--- src/rtl/irq_injector.sv ---
// irq_injector: latches per-source interrupt requests and injects them as addi words into fetch; IRQ_ROUND_ROBIN_EN selects round-robin arbitration
module irq_injector #(
  parameter int         NUM_SRC  = 4,
  parameter logic [4:0] BASE_REG = 5'd20
) (
  input  logic                 clock,
  input  logic                 reset,
  input  logic [NUM_SRC-1:0]   irq_req,
  input  logic [16*NUM_SRC-1:0] irq_payload,
  input  logic                 should_stall_decode,
  input  logic                 should_jump,
  input  logic                 irq_clear_dropped,
  output logic [31:0]          interrupt_instruction,
  output logic [NUM_SRC-1:0]   irq_pending,
  output logic [NUM_SRC-1:0]   irq_dropped
);
  localparam int SW = NUM_SRC > 1 ? $clog2(NUM_SRC) : 1;
  typedef enum logic {IDLE, INJECT} state_t;
  state_t state, state_nx;
  logic [NUM_SRC-1:0] pending, dropped, hit;
  logic [15:0] payload [NUM_SRC];
  logic [SW-1:0] sel, win;
  logic [31:0] word;
  logic clean, start, accept;
  assign clean = !should_stall_decode && !should_jump;
  assign irq_pending = pending;
  assign irq_dropped = dropped;
  // state register; reset discards any in-flight injection
  always_ff @(posedge clock or negedge reset)
    if (!reset) state <= IDLE;
    else state <= state_nx;
  // next state and output word; a stall or jump blocks both launch and acceptance
  always_comb begin
    state_nx = state;
    start = 1'b0;
    accept = 1'b0;
    interrupt_instruction = 32'd0;
    if (state == IDLE) begin
      start = |pending && clean;
      state_nx = start ? INJECT : IDLE;
    end else begin
      interrupt_instruction = word;
      accept = clean;
      state_nx = clean ? IDLE : INJECT;
    end
  end
`ifdef IRQ_ROUND_ROBIN_EN
  logic [SW-1:0] ptr;
  // round-robin search starting just after the last accepted source
  always_comb begin
    win = '0;
    for (int k = NUM_SRC - 1; k >= 0; k--)
      if (pending[(int'(ptr) + k) % NUM_SRC]) win = SW'((int'(ptr) + k) % NUM_SRC);
  end
  // pointer advances only when an injection is accepted
  always_ff @(posedge clock or negedge reset)
    if (!reset) ptr <= '0;
    else if (accept) ptr <= (int'(sel) == NUM_SRC - 1) ? '0 : sel + 1'b1;
`else
  // fixed priority, lowest index wins
  always_comb begin
    win = '0;
    for (int k = NUM_SRC - 1; k >= 0; k--)
      if (pending[k]) win = SW'(k);
  end
`endif
  // one-hot of the source whose word is accepted this edge
  always_comb begin
    hit = '0;
    for (int k = 0; k < NUM_SRC; k++) hit[k] = accept && (sel == SW'(k));
  end
  // capture the winner and its addi word at launch; held unchanged until accepted
  always_ff @(posedge clock or negedge reset)
    if (!reset) begin
      sel <= '0;
      word <= 32'd0;
    end else if (start) begin
      sel <= win;
      word <= {5'b00101, BASE_REG + 5'(win), 5'd0, 1'b0, payload[win]};
    end
  // per-source pending/payload latch and sticky overrun flag
  always_ff @(posedge clock or negedge reset)
    if (!reset) begin
      pending <= '0;
      dropped <= '0;
      for (int k = 0; k < NUM_SRC; k++) payload[k] <= 16'd0;
    end else begin
      for (int k = 0; k < NUM_SRC; k++) begin
        if (irq_req[k] && (!pending[k] || hit[k])) begin
          pending[k] <= 1'b1;
          payload[k] <= irq_payload[16*k +: 16];
        end else if (hit[k]) pending[k] <= 1'b0;
        if (irq_clear_dropped) dropped[k] <= 1'b0;
        else if (irq_req[k] && pending[k] && !hit[k]) dropped[k] <= 1'b1;
      end
    end
endmodule

--- config.mk ---
export PLATFORM = sky130hd
export DESIGN_NAME = irq_injector
export DESIGN_NICKNAME = d
export VERILOG_FILES = /design/src/rtl/irq_injector.sv
export SDC_FILE = /design/constraint.sdc
export NUM_CORES = 1
export LEC_CHECK = 0
export BUFFER_PORTS_ARGS = -buffer_cell sky130_fd_sc_hd__clkbuf_2
export CAP_MARGIN = 20
export CORE_MARGIN = 2
export CORE_UTILIZATION = 35
export DETAILED_ROUTE_END_ITERATION = 12
export GPL_ROUTABILITY_DRIVEN = 0
export SYNTH_ARGS = -nofsm -noshare
export SYNTH_HDL_FRONTEND = slang
export SYNTH_SLANG_ARGS = --single-unit
--- constraint.sdc ---
create_clock -name clock -period 2.1 [get_ports clock]
set_input_delay 0.21 -clock clock [delete_from_list [all_inputs] [get_ports clock]]
set_output_delay 0.21 -clock clock [all_outputs]
set_load 0.01 [all_outputs]
# After elaboration in Yosys (flattened, before gate mapping)
# Cells that the tools add are included.
[totals]
mem_bits_ro = 0
ramBits = 0
ff_bits = 97
input_bits = 73
latch_bits = 0
elab_cells = 92
n_memories = 0
[op_classes]
order_cmp = 1
n_bitwise = 1
n_eq_ne = 3
multipliers = 0
div = 0
shift = 0
n_mux = 29
n_reduce_logical = 42
add_sub_neg = 1
[op_table]
columns = ["operator", "count"]
rows = [
  ["binary-select mux 16 bit (select 2 bit)", 1],
  ["2-to-1 mux 16 bit", 2],
  ["2-to-1 mux 30 bit", 1],
  ["2-to-1 mux 1 bit", 21],
  ["logical AND 1 bit", 18],
  ["nonzero test 2 bit", 8],
  ["zero test 1 bit", 10],
  ["2-to-1 mux 2 bit", 4],
  ["adder 5 x 2 -> 5 bit (first input constant)", 1],
  ["equality test 2 bit (second input constant)", 2],
  ["logical OR 1 bit", 4],
  ["OR reduction 4 bit", 1],
  ["greater-or-equal comparator 3 bit (second input constant)", 1],
  ["NOT 2 -> 3 bit", 1],
  ["equality test 2 x 1 -> 1 bit (second input constant)", 1],
  ["zero test 2 bit", 1],
]

# Longest topological paths before layout
[depth]
word_depth = 8
ltp_mapped = 6
depth_no_buf = 4

# Least setup slack after synthesis
# No wires, ideal clock.
[synth_timing]
path_type = "reg2reg"
startpoint = "register, netlist name word[23]"
endpoint = "register payload[53] (netlist bit)"
slack_ns = 0.452
arrival_time_ns = 1.523
t_required_ns = 1.975
synth_period_minus_slack_ns = 1.648
n_path_buf = 1
path_stages_with_launch = 6
setup_ns = 0.125
cell_sequence = "dfrtp_1 > or3_4 > o21ai_2 > nand2_4 > buf_6 > mux2_4"
[synth_lines]
columns = ["element", "line", "source"]
rows = [
  ["end signal, assigned by index", "91", "payload[k] <= irq_payload[16*k +: 16];"],
  ["end, declared", "21", "logic [15:0] payload [NUM_SRC];"],
]

==> metrics <==
Die W 117 um; minimum clock period 1.78 ns; CP Cell Sequence or3_4, o21ai_2, nand2_2, mux2_2; Via-to-Cell Ratio 4.88; WL per Instance 17.2 um; Hold Path Class in2reg; drt first-iter violations 175; ant diodes 0; CP delay by family, top simple AND/OR/NAND/NOR gates; Starting Density 35.7%; Max Fclk 562 MHz; Leak Pwr 2.49 nW; vias in the first global route 3011; max layer used met4; largest net degree at the start of global routing 53; DRC Markers 0; routed vias 3056; Site Rows 41; placed instance count 609; FFs w/ async S/R, synth 100%; Core Area about 0.013 mm2; initial antenna violation count 0; Resized Gates After CTS 0; Synth Instances 352; Final setup viols 0; Die ar. 0.0138 mm2; run status complete, no violations; Max IR drop VDD 415 uV; YS warnings 0; Root Driver clkbuf_16; CP Max Fanout 16; met3 WL 532 um; share of layout cells above drive strength 1 between 40% and 50%; CTS tree yes; Critical path buffers and inverters 0; first-pass GRT wire length 16.9 mm; clk_lat worst skew 0.33 ns; critical path required time ~2.3 ns; First-pass DRT Iterations 4; I/O pin cnt 113; HPWL after DPL slightly below 8 mm; ys flop type dfrtp_1; Final #Nets roughly 520; share of the yosys chip area belonging to registers 51.3%; Synth Register Bits 92; Slew HR about 63%; max-slew violation count 0; Synth Area in Simple Gates 10.2%; Buffers on Ports a little over 100; post-layout util a little over two fifths; Cell variety after synth 35; xor-xnor portion of the synthesized cell area 0%; metal2 WL slightly below 5 mm; Tcrit/Tclk final 84.7%; max cap viols 0; Post-Route M1 WL 5.18 mm; routed wire length ~11 mm; Tightest Pin Transition 0.551 ns; Compound-Gate Fraction of Synth Area 13.8%; Antenna Nets Post-Route 0; Crit. End Element flip-flop; clk slew on worst S/H paths 0.06 ns; Syn Area/Cell 12.8 um2; CP peak stage delay 0.43 ns; postcts setup bufs 0; clk sinks 92; RSZ-0062 raised after global routing no; crit path max-delay cell type or3_4; CTS Buffer Depth 2; Cell Pwr Density 1180 mW/mm2; Crit path arrival time 2.00 ns; P&R area growth vs syn 20.2%; htree depth 3; Total GRT Usage ~17%; critical path type reg2reg; die height 117 um; Post-synth EDFFs 0; combinational family with the most area after synthesis multiplexers; Mapped Area approximately 0.0045 mm2; Final Hold Vio Count 0; Final TNS setup 0 ns; Worst Clk Skew a little over 0.006 ns; Adder-Cell Fraction of Synth Area 0%; clock buffer count from CTS 9; Remaining Overflow, GRT 0; Layout Cells excl Fill 626; mux contribution to synthesized area between 15 and 20%; critical path launch point type flip-flop
## registers in the layout, indices dropped and copies added, names as in the netlist
name and cells:
payload 64, sel 1, irq_dropped 4, state 1, irq_pending 4, word 18
## through the flow
stage | instance area (um2) | setup slack, ns | hold WS [ns] | total power [mW]
after floorplan | 4530 | 0.452 | -0.0856 | 4.26
after global placement | 5100 | 0.129 | 0.224 | 4.81
after detailed placement | 5110 | 0.314 | 0.239 | 4.86
after CTS | 5400 | 0.307 | 0.0646 | 6.42
after global routing | 5400 | 0.274 | 0.0648 | 6.77
final | 5400 | 0.321 | 0.0722 | 6.36
## Yosys cell counts (all sizes together), types with 2 or more instances
| cell type | n | area [um2] |
|---|---|---|
| o21a | 18 | 135 |
| inv | 5 | 18.8 |
| o21ai | 6 | 45.0 |
| nand2 | 6 | 47.6 |
| clkbuf | 14 | 53.8 |
| nor2b | 34 | 213 |
| a221oi | 16 | 140 |
| dfrtp | 92 | 2300 |
| a21oi | 21 | 105 |
| mux2 | 64 | 833 |
| o221ai | 16 | 140 |
| o211ai | 4 | 30.0 |
| nand2b | 4 | 25.0 |
| and2 | 18 | 114 |
| or2 | 2 | 12.5 |
| or2b | 2 | 15.0 |
| buf | 23 | 204 |
## worst paths after layout
kind,from,endpoint,slack [ns],depth (start not counted)
setup / recovery,word[23],payload[46],0.32,4
hold / removal,irq_clear_dropped,irq_dropped[3],0.07,2
setup reg to reg,word[23],payload[46],0.32,4
hold reg to reg,word[26],word[26],0.46,1
max in group asynchronous,reset,payload[62],1.02,3
min in group asynchronous,reset,irq_dropped[1],0.40,2
## cell type report
| class | instances | area (um2) |
|---|---|---|
| fill | 1170 | 7170 |
| sequential | 92 | 2300 |
| multi-input combinational | 227 | 1950 |
| timing repair buffer | 114 | 634 |
| clock buffer | 15 | 278 |
| tap | 172 | 215 |
| inverter | 5 | 18.8 |
| clock inverter | 1 | 5.00 |
## kinds of logic after synthesis
family | after synthesis
other | 1
AO/OA/AOI/OAI | 83
multiplexers | 64
buffers and inverters | 42
AND/OR/NAND/NOR | 70
flip-flops | 92
## power by group
part	leakage [nW]	total [mW]	switching [mW]	internal, mW
Combinational	1.27	1.71	0.618	1.09
Clock	0.140	1.53	0.629	0.899
Sequential	1.08	3.13	0.556	2.57
## cell usage in the layout, fill, tap and decap left out, types with 4 or more instances in the layout
| cell | count |
|---|---|
| nand2b_1 | 4 |
| o21ai_2 | 4 |
| clkbuf_2 | 101 |
| o211ai_1 | 4 |
| a21oi_1 | 21 |
| buf_4 | 9 |
| dfrtp_1 | 92 |
| inv_1 | 5 |
| o21a_1 | 18 |
| o221ai_1 | 16 |
| clkbuf_16 | 9 |
| nor2b_1 | 34 |
| a221oi_1 | 16 |
| mux2_2 | 34 |
| mux2_4 | 30 |
| conb_1 | 10 |
| and2_1 | 17 |
## per-layer routing
layer  up-vias  track usage [%]
li1       1439                -
met1      1513             24.0
met3        16             3.40
met2        88             24.5
met5         -                0
met4         0             6.04
## timing repair
action,4_1_cts,5_1_grt
endpoints found under the hold margin,40,0
endpoints found under the setup margin,0,0
hold buffers,1,0
No activity file was read; power rests on OpenSTA's default activity.
